===== src/rtl/pac_pll_pkg.sv =====
// Shared PAC-PLL constants and the volume-ramp state encoding.
// The output volume mixer uses the same constants.
package pac_pll_pkg;

    localparam int SV_AXIS_W   = 16;
    localparam int VOL_Q_FRAC  = 14;
    localparam int VOL_ONE_Q14 = 1 << VOL_Q_FRAC;

    typedef enum logic [1:0] {
        VOL_IDLE      = 2'd0,
        VOL_RAMP      = 2'd1,
        VOL_HOLD      = 2'd2,
        VOL_RAMP_DOWN = 2'd3
    } vol_state_t;

endpackage


===== src/rtl/ramp_tick_prescaler.sv =====
// Rate prescaler for the volume ramp: one tick every decim+1 cycles.
// A new decim value takes effect only at the next reload.
module ramp_tick_prescaler #(
    parameter int DECIM_WIDTH = 16
) (
    input  logic                   a_clk,
    input  logic                   a_resetn,
    input  logic [DECIM_WIDTH-1:0] decim,
    output logic                   tick
);

    logic [DECIM_WIDTH-1:0] cnt_reg;

    assign tick = (cnt_reg == '0);

    always_ff @(posedge a_clk or negedge a_resetn) begin
        if (!a_resetn) begin
            cnt_reg <= '0;
        end else if (tick) begin
            cnt_reg <= decim;
        end else begin
            cnt_reg <= cnt_reg - DECIM_WIDTH'(1);
        end
    end

endmodule


===== src/rtl/volume_ramp_source.sv =====
// SV_AXIS volume source: slews a Q14 gain word toward a clamped target at a
// programmed rate, or toward zero when disabled, without ever overshooting.
module volume_ramp_source
    import pac_pll_pkg::*;
#(
    parameter int VAXIS_DATA_WIDTH = SV_AXIS_W,
    parameter int FRAC_BITS        = 16,
    parameter int VOL_MAX          = VOL_ONE_Q14,
    parameter int DECIM_WIDTH      = 16
) (
    input  logic                        a_clk,
    input  logic                        a_resetn,
    input  logic                        enable,
    input  logic [VAXIS_DATA_WIDTH-1:0] target,
    input  logic [31:0]                 step,
    input  logic [DECIM_WIDTH-1:0]      decim,
    output logic [VAXIS_DATA_WIDTH-1:0] SV_AXIS_tdata,
    output logic                        SV_AXIS_tvalid,
    output logic                        at_target,
    output logic                        ramping
);

    localparam int ACC_W = VAXIS_DATA_WIDTH + FRAC_BITS;
    localparam logic signed [VAXIS_DATA_WIDTH-1:0] VOL_HI = VAXIS_DATA_WIDTH'(VOL_MAX);
    localparam logic signed [VAXIS_DATA_WIDTH-1:0] VOL_LO = VAXIS_DATA_WIDTH'(-VOL_MAX);

    logic                        enable_reg;
    logic signed [ACC_W-1:0]     tgt_acc_reg;
    logic [31:0]                 step_reg;
    logic [DECIM_WIDTH-1:0]      decim_reg;

    logic signed [VAXIS_DATA_WIDTH-1:0] target_clamped;
    logic signed [ACC_W-1:0]     tgt_acc_next;
    logic signed [ACC_W-1:0]     acc_reg;
    logic signed [ACC_W-1:0]     acc_next;
    logic signed [ACC_W-1:0]     goal;
    logic signed [ACC_W-1:0]     acc_step;
    logic signed [ACC_W:0]       diff;
    logic [ACC_W:0]              diff_mag;
    logic                        land;
    logic                        tick;

    vol_state_t                  state_reg;
    logic [VAXIS_DATA_WIDTH-1:0] tdata_reg;
    logic                        tvalid_reg;
    logic                        at_target_reg;
    logic                        ramping_reg;

    ramp_tick_prescaler #(
        .DECIM_WIDTH (DECIM_WIDTH)
    ) u_prescaler (
        .a_clk    (a_clk),
        .a_resetn (a_resetn),
        .decim    (decim_reg),
        .tick     (tick)
    );

    always_comb begin
        target_clamped = $signed(target);
        if ($signed(target) > VOL_HI) begin
            target_clamped = VOL_HI;
        end else if ($signed(target) < VOL_LO) begin
            target_clamped = VOL_LO;
        end
        tgt_acc_next = {target_clamped, {FRAC_BITS{1'b0}}};
    end

    // One extra bit on diff keeps goal - acc exact for any pair of values.
    always_comb begin
        goal     = enable_reg ? tgt_acc_reg : '0;
        diff     = {goal[ACC_W-1], goal} - {acc_reg[ACC_W-1], acc_reg};
        diff_mag = diff[ACC_W] ? $unsigned(-diff) : $unsigned(diff);
        land     = (step_reg == '0) || ({1'b0, diff_mag} <= (ACC_W+2)'(step_reg));
        acc_step = diff[ACC_W] ? acc_reg - ACC_W'(step_reg) : acc_reg + ACC_W'(step_reg);
        acc_next = acc_reg;
        if (tick) begin
            acc_next = land ? goal : acc_step;
        end
    end

    always_ff @(posedge a_clk or negedge a_resetn) begin
        if (!a_resetn) begin
            enable_reg    <= 1'b0;
            tgt_acc_reg   <= '0;
            step_reg      <= '0;
            decim_reg     <= '0;
            acc_reg       <= '0;
            state_reg     <= VOL_IDLE;
            tdata_reg     <= '0;
            tvalid_reg    <= 1'b0;
            at_target_reg <= 1'b0;
            ramping_reg   <= 1'b0;
        end else begin
            enable_reg  <= enable;
            tgt_acc_reg <= tgt_acc_next;
            step_reg    <= step;
            decim_reg   <= decim;
            acc_reg     <= acc_next;

            // Enable decides the direction; a landing only settles the state.
            if (enable_reg) begin
                state_reg <= (acc_next == tgt_acc_reg) ? VOL_HOLD : VOL_RAMP;
            end else begin
                state_reg <= (acc_next == '0) ? VOL_IDLE : VOL_RAMP_DOWN;
            end

            tdata_reg     <= acc_reg[ACC_W-1:FRAC_BITS];
            tvalid_reg    <= 1'b1;
            at_target_reg <= (state_reg == VOL_HOLD);
            ramping_reg   <= (state_reg == VOL_RAMP) || (state_reg == VOL_RAMP_DOWN);
        end
    end

    assign SV_AXIS_tdata  = tdata_reg;
    assign SV_AXIS_tvalid = tvalid_reg;
    assign at_target      = at_target_reg;
    assign ramping        = ramping_reg;

endmodule


===== config.mk =====
export PLATFORM = sky130hd
export DESIGN_NAME = volume_ramp_source
export DESIGN_NICKNAME = d
export VERILOG_FILES = /design/src/rtl/pac_pll_pkg.sv /design/src/rtl/ramp_tick_prescaler.sv /design/src/rtl/volume_ramp_source.sv
export SDC_FILE = /design/constraint.sdc
export NUM_CORES = 1
export LEC_CHECK = 0
export CORE_ASPECT_RATIO = 1.75
export CORE_MARGIN = 2
export CORE_UTILIZATION = 45
export DETAILED_ROUTE_END_ITERATION = 12
export SYNTH_ARGS = -nofsm -noshare
export SYNTH_HDL_FRONTEND = slang
export SYNTH_SLANG_ARGS = --single-unit

===== constraint.sdc =====
create_clock -name a_clk -period 7.61 [get_ports a_clk]
set_input_delay 1.1415 -clock a_clk [delete_from_list [all_inputs] [get_ports a_clk]]
set_output_delay 1.1415 -clock a_clk [all_outputs]
set_load 0.005 [all_outputs]

==> flow_metrics.py <==
metrics = {
    "global_routing": {
        "first_pass_grt_wire_length_um": 57800,
        "maximum_number_of_pins_on_one_net_before_global_route_repair": 75,
        "aggregate_global_route_resource_usage_pct": 30.4,
        "grt_antenna_before_repair": 1,
        "grt_pass1_vias": 10600,
        "total_congestion_overflow": 0,
        "gr-max-usage-layer": "met2",
        "gr_met1_demand_resource_pct": 29.8,
        "grtUsageMet3_pct": 4.63,
        "global_route.usage.met2_pct": 53.9,
    },
    "placement": {
        "detailed_place.area_um2": 12900,
        "dp_cells": 1747,
        "io_buffer_count": 85,
        "place_congestion": 0.977,
        "hpwl_reported_at_the_end_of_detailed_placement_um": 30300,
    },
    "worst_setup_path": {
        "path_max_fanout": 14,
        "crit_start_category": "flop",
        "crit_path_end_kind": "flop",
        "crit_type": "reg -> reg",
        "crit_required_ns": 7.93,
        "r2r_start": "acc_reg[1]$_DFF_PN0_",
        "worstSetupStartpoint": "acc_reg[1]$_DFF_PN0_",
        "r2r-end": "state_reg[0]$_DFF_PN0_",
        "worst_ep_arrival_time_ns": 7.56,
        "worstSetupEndpoint": "state_reg[0]$_DFF_PN0_",
        "reg2regPathDepth": 26,
        "r2r_slack_ns": 0.37,
    },
    "timing": {
        "worst_clock_skew_ns": 0.00960,
        "hold_viol": 0,
        "fmax_mhz": 138,
        "slew_viol_final": 0,
        "finalSetupViolations": 0,
        "totalNegativeSetupSlack_ns": 0,
        "timing.slew.headroom_pct": 42.9,
        "worst_slew_pin_slew_ns": 0.848,
        "fin_crit_ns": 7.24,
        "min_period_over_period_pct": 95.2,
    },
    "cts": {
        "clk_pin_slew_worst_paths_ns": 0.07,
        "clockRootBuffer": "sky130_fd_sc_hd__clkbuf_16",
        "cts_max_path_buffers": 2,
        "cts_setup_buffers": 0,
        "cts-buffers-inserted": 17,
        "insertion_delay_ns": 0.45,
        "cts_tree": "built",
        "post_cts_hold_buffer_count": 0,
        "clock_sinks": 134,
        "total_number_of_h_tree_levels": 4,
    },
    "power": {
        "vdd_drop_max_v": 0.000205,
        "p_clk_share_pct": 12.6,
        "design_power_total_uw": 6500,
        "power.leakage_uw": 0.00610,
        "net-switching-power_uw": 3180,
        "power_density_nw_per_um2": 479,
        "p_sw_share_pct": 48.9,
        "power_frac_seq_pct": 14.3,
        "intPower_uw": 3320,
        "power.share.combinational_pct": 73.1,
    },
    "die": {
        "design.portCount": 86,
        "coreArea_um2": 23300,
        "die_area_um2": 25100,
        "chipHeight_um": 208,
        "placementRows": 74,
        "initial_core_util_pct": 45.9,
        "fp.dieW_um": 121,
    },
    "synth": {
        "yosys_register_bits": 134,
        "postSynthNetCount": 1402,
        "ys_types": 89,
        "synth.cell_area_um2": 10700,
        "async_set_or_reset_register_ratio_after_synthesis_pct": 100,
        "ys_dominant_reg_cell": "sky130_fd_sc_hd__dfrtp_1",
        "yosysSeqAreaShare_pct": 31.3,
        "yosys_warnings": 0,
        "post_synth.cell_area_avg_um2": 8.56,
        "synth-edff-count": 0,
        "syn-instance-count": 1253,
    },
    "route": {
        "finalWirelength_um": 37100,
        "iteration_0_drc_count_of_the_detailed_router": 597,
        "ant_nets": 0,
        "wl_per_cell_um": 20.8,
        "vias": 10400,
        "vias_per_cell": 5.86,
        "drc": 0,
        "dr.pass1.iters": 5,
    },
    "finish": {
        "area_delta_synth_final_pct": 26.5,
        "layoutNonFillerInstCount": 1780,
        "design.final.nets": 1611,
        "layout.cells.most_common_list": "sky130_fd_sc_hd__buf_4, sky130_fd_sc_hd__dfrtp_1, sky130_fd_sc_hd__nand2_1",
        "final_common_cell": "sky130_fd_sc_hd__buf_4",
        "stdcell_area_um2": 13600,
        "drive_above_1_share_pct": 15.8,
    },
    "run_status": {
        "status": "finished clean",
    },
    "flow_run": {
        "drv.max_cap_violation_count": 0,
    },
    "hold_path": {
        "min_path_type": "reg -> reg",
    },
}
==> final cells by class <==
type | count | area [um2]
diodes | 1 | 2.50
fillers | 2173 | 9770
clock inverters | 15 | 158
inverters | 81 | 304
clock buffers | 17 | 425
flip-flops and latches | 134 | 3350
well taps | 304 | 380
repair buffers | 239 | 2030
multi-input cells | 989 | 6900
==> how the worst min path moves through the flow <==
stage	startpoint	to	slack, ns	cells past startpoint
after floorplan	acc_reg[20]$_DFF_PN0_	SV_AXIS_tdata[4]$_DFF_PN0_	0.38	0
after global placement	decim_reg[9]$_DFF_PN0_	u_prescaler.cnt_reg[9]$_DFF_PN0_	0.43	2
after global routing	decim_reg[14]$_DFF_PN0_	u_prescaler.cnt_reg[14]$_DFF_PN0_	0.47	2
after CTS	decim_reg[14]$_DFF_PN0_	u_prescaler.cnt_reg[14]$_DFF_PN0_	0.45	2
final	decim_reg[2]$_DFF_PN0_	u_prescaler.cnt_reg[2]$_DFF_PN0_	0.45	2
after detailed placement	decim_reg[2]$_DFF_PN0_	u_prescaler.cnt_reg[2]$_DFF_PN0_	0.44	2
==> worst max-delay path, stage by stage (launching register included) <==
cell                        delay, ns
sky130_fd_sc_hd__dfrtp_1         0.38
sky130_fd_sc_hd__inv_1           0.14
sky130_fd_sc_hd__ha_1            0.26
sky130_fd_sc_hd__or4b_1          0.53
sky130_fd_sc_hd__or4_4           0.52
sky130_fd_sc_hd__nor4_2          0.26
sky130_fd_sc_hd__nor3_1          0.13
sky130_fd_sc_hd__o21ba_2         0.26
sky130_fd_sc_hd__a21o_1          0.21
sky130_fd_sc_hd__buf_12          0.15
sky130_fd_sc_hd__a21o_1          0.16
sky130_fd_sc_hd__xnor2_1         0.33
sky130_fd_sc_hd__ha_1            0.32
sky130_fd_sc_hd__buf_4           0.15
sky130_fd_sc_hd__o21a_1          0.10
sky130_fd_sc_hd__o31a_1          0.12
sky130_fd_sc_hd__o31a_1          0.25
sky130_fd_sc_hd__o21ai_0         0.24
sky130_fd_sc_hd__a21boi_0        0.16
sky130_fd_sc_hd__or4_1           0.44
sky130_fd_sc_hd__a2111oi_1       0.47
sky130_fd_sc_hd__o2111ai_1       0.25
sky130_fd_sc_hd__a21o_1          0.25
sky130_fd_sc_hd__a211oi_1        0.30
sky130_fd_sc_hd__nand3_1         0.10
sky130_fd_sc_hd__or4_1           0.50
sky130_fd_sc_hd__a2bb2oi_1       0.16
==> Yosys cell counts, drive strengths merged, types with 5 or more instances <==
master	count	area [um2]
xor2	43	377
or2	13	81.3
a211o	5	43.8
nor4	22	159
a31o	5	43.8
ha	81	1010
clkbuf	32	120
or3	10	67.6
a31oi	17	113
nand3	26	135
a21o	24	180
o41ai	5	70.1
a21oi	75	375
nor2	92	348
o211ai	12	90.1
a211oi	18	135
a221oi	5	43.8
o21a	11	82.6
xnor2	87	762
o31ai	20	155
a21boi	6	48.8
and4	8	70.1
dfrtp	134	3350
mux2i	6	60.1
nand2b	12	75.1
o2111ai	6	52.6
or4	9	75.1
nand2	99	372
inv	80	300
a22oi	5	37.5
and3	7	43.8
nand4	26	163
o21ai	82	410
and2	34	213
a22o	6	52.6
a2111oi	8	71.3
buf	17	92.6
nor3	32	183
nor2b	12	75.1
==> through the flow <==
step | hold WS (ns) | setup slack [ns] | utilization, %
2_1_floorplan | 0.380 | 0.643 | -
3_3_place_gp | 0.430 | 0.187 | 55.4
3_5_place_dp | 0.442 | 0.145 | 55.4
4_1_cts | 0.455 | 0.117 | 57.9
5_1_grt | 0.475 | -0.0388 | 58.1
6_report | 0.452 | 0.369 | 58.1
==> timing repair <==
item                       in CTS  in global routing
hold endpoints to repair        0                  0
gates resized for setup         0                 12
setup endpoints to repair       0                  3
==> kinds of logic (layout without fill, tap and decap cells) <==
group / after synthesis / after routing / share of synthesized area, %
DFF: 134 / 134 / 31.3
muxes: 7 / 7 / 0.665
buffers and inverters: 130 / 352 / 4.82
AOI/OAI and AO/OA: 350 / 350 / 22.1
adders and majority gates: 83 / 83 / 9.73
other: 1 / 2 / 0.0350
and+or+nand+nor: 418 / 418 / 20.7
xor gates and xnor gates: 130 / 130 / 10.6
==> power groups by stage <==
stage / registers (uW) / logic, uW / clock network, uW
2_1_floorplan: 922 / 2880 / 0
3_3_place_gp: 942 / 4600 / 0
3_5_place_dp: 944 / 4630 / 0
4_1_cts: 932 / 4660 / 833
5_1_grt: 947 / 5150 / 863
6_report: 932 / 4750 / 817
==> metal layers <==
metal / part of all wire (%) / wire (um)
met4: 10 / 3850
met1: 34 / 12600
met2: 52 / 19300
met5: 0 / 0
met3: 3.5 / 1280
No activity file was read; power rests on OpenSTA's default activity.
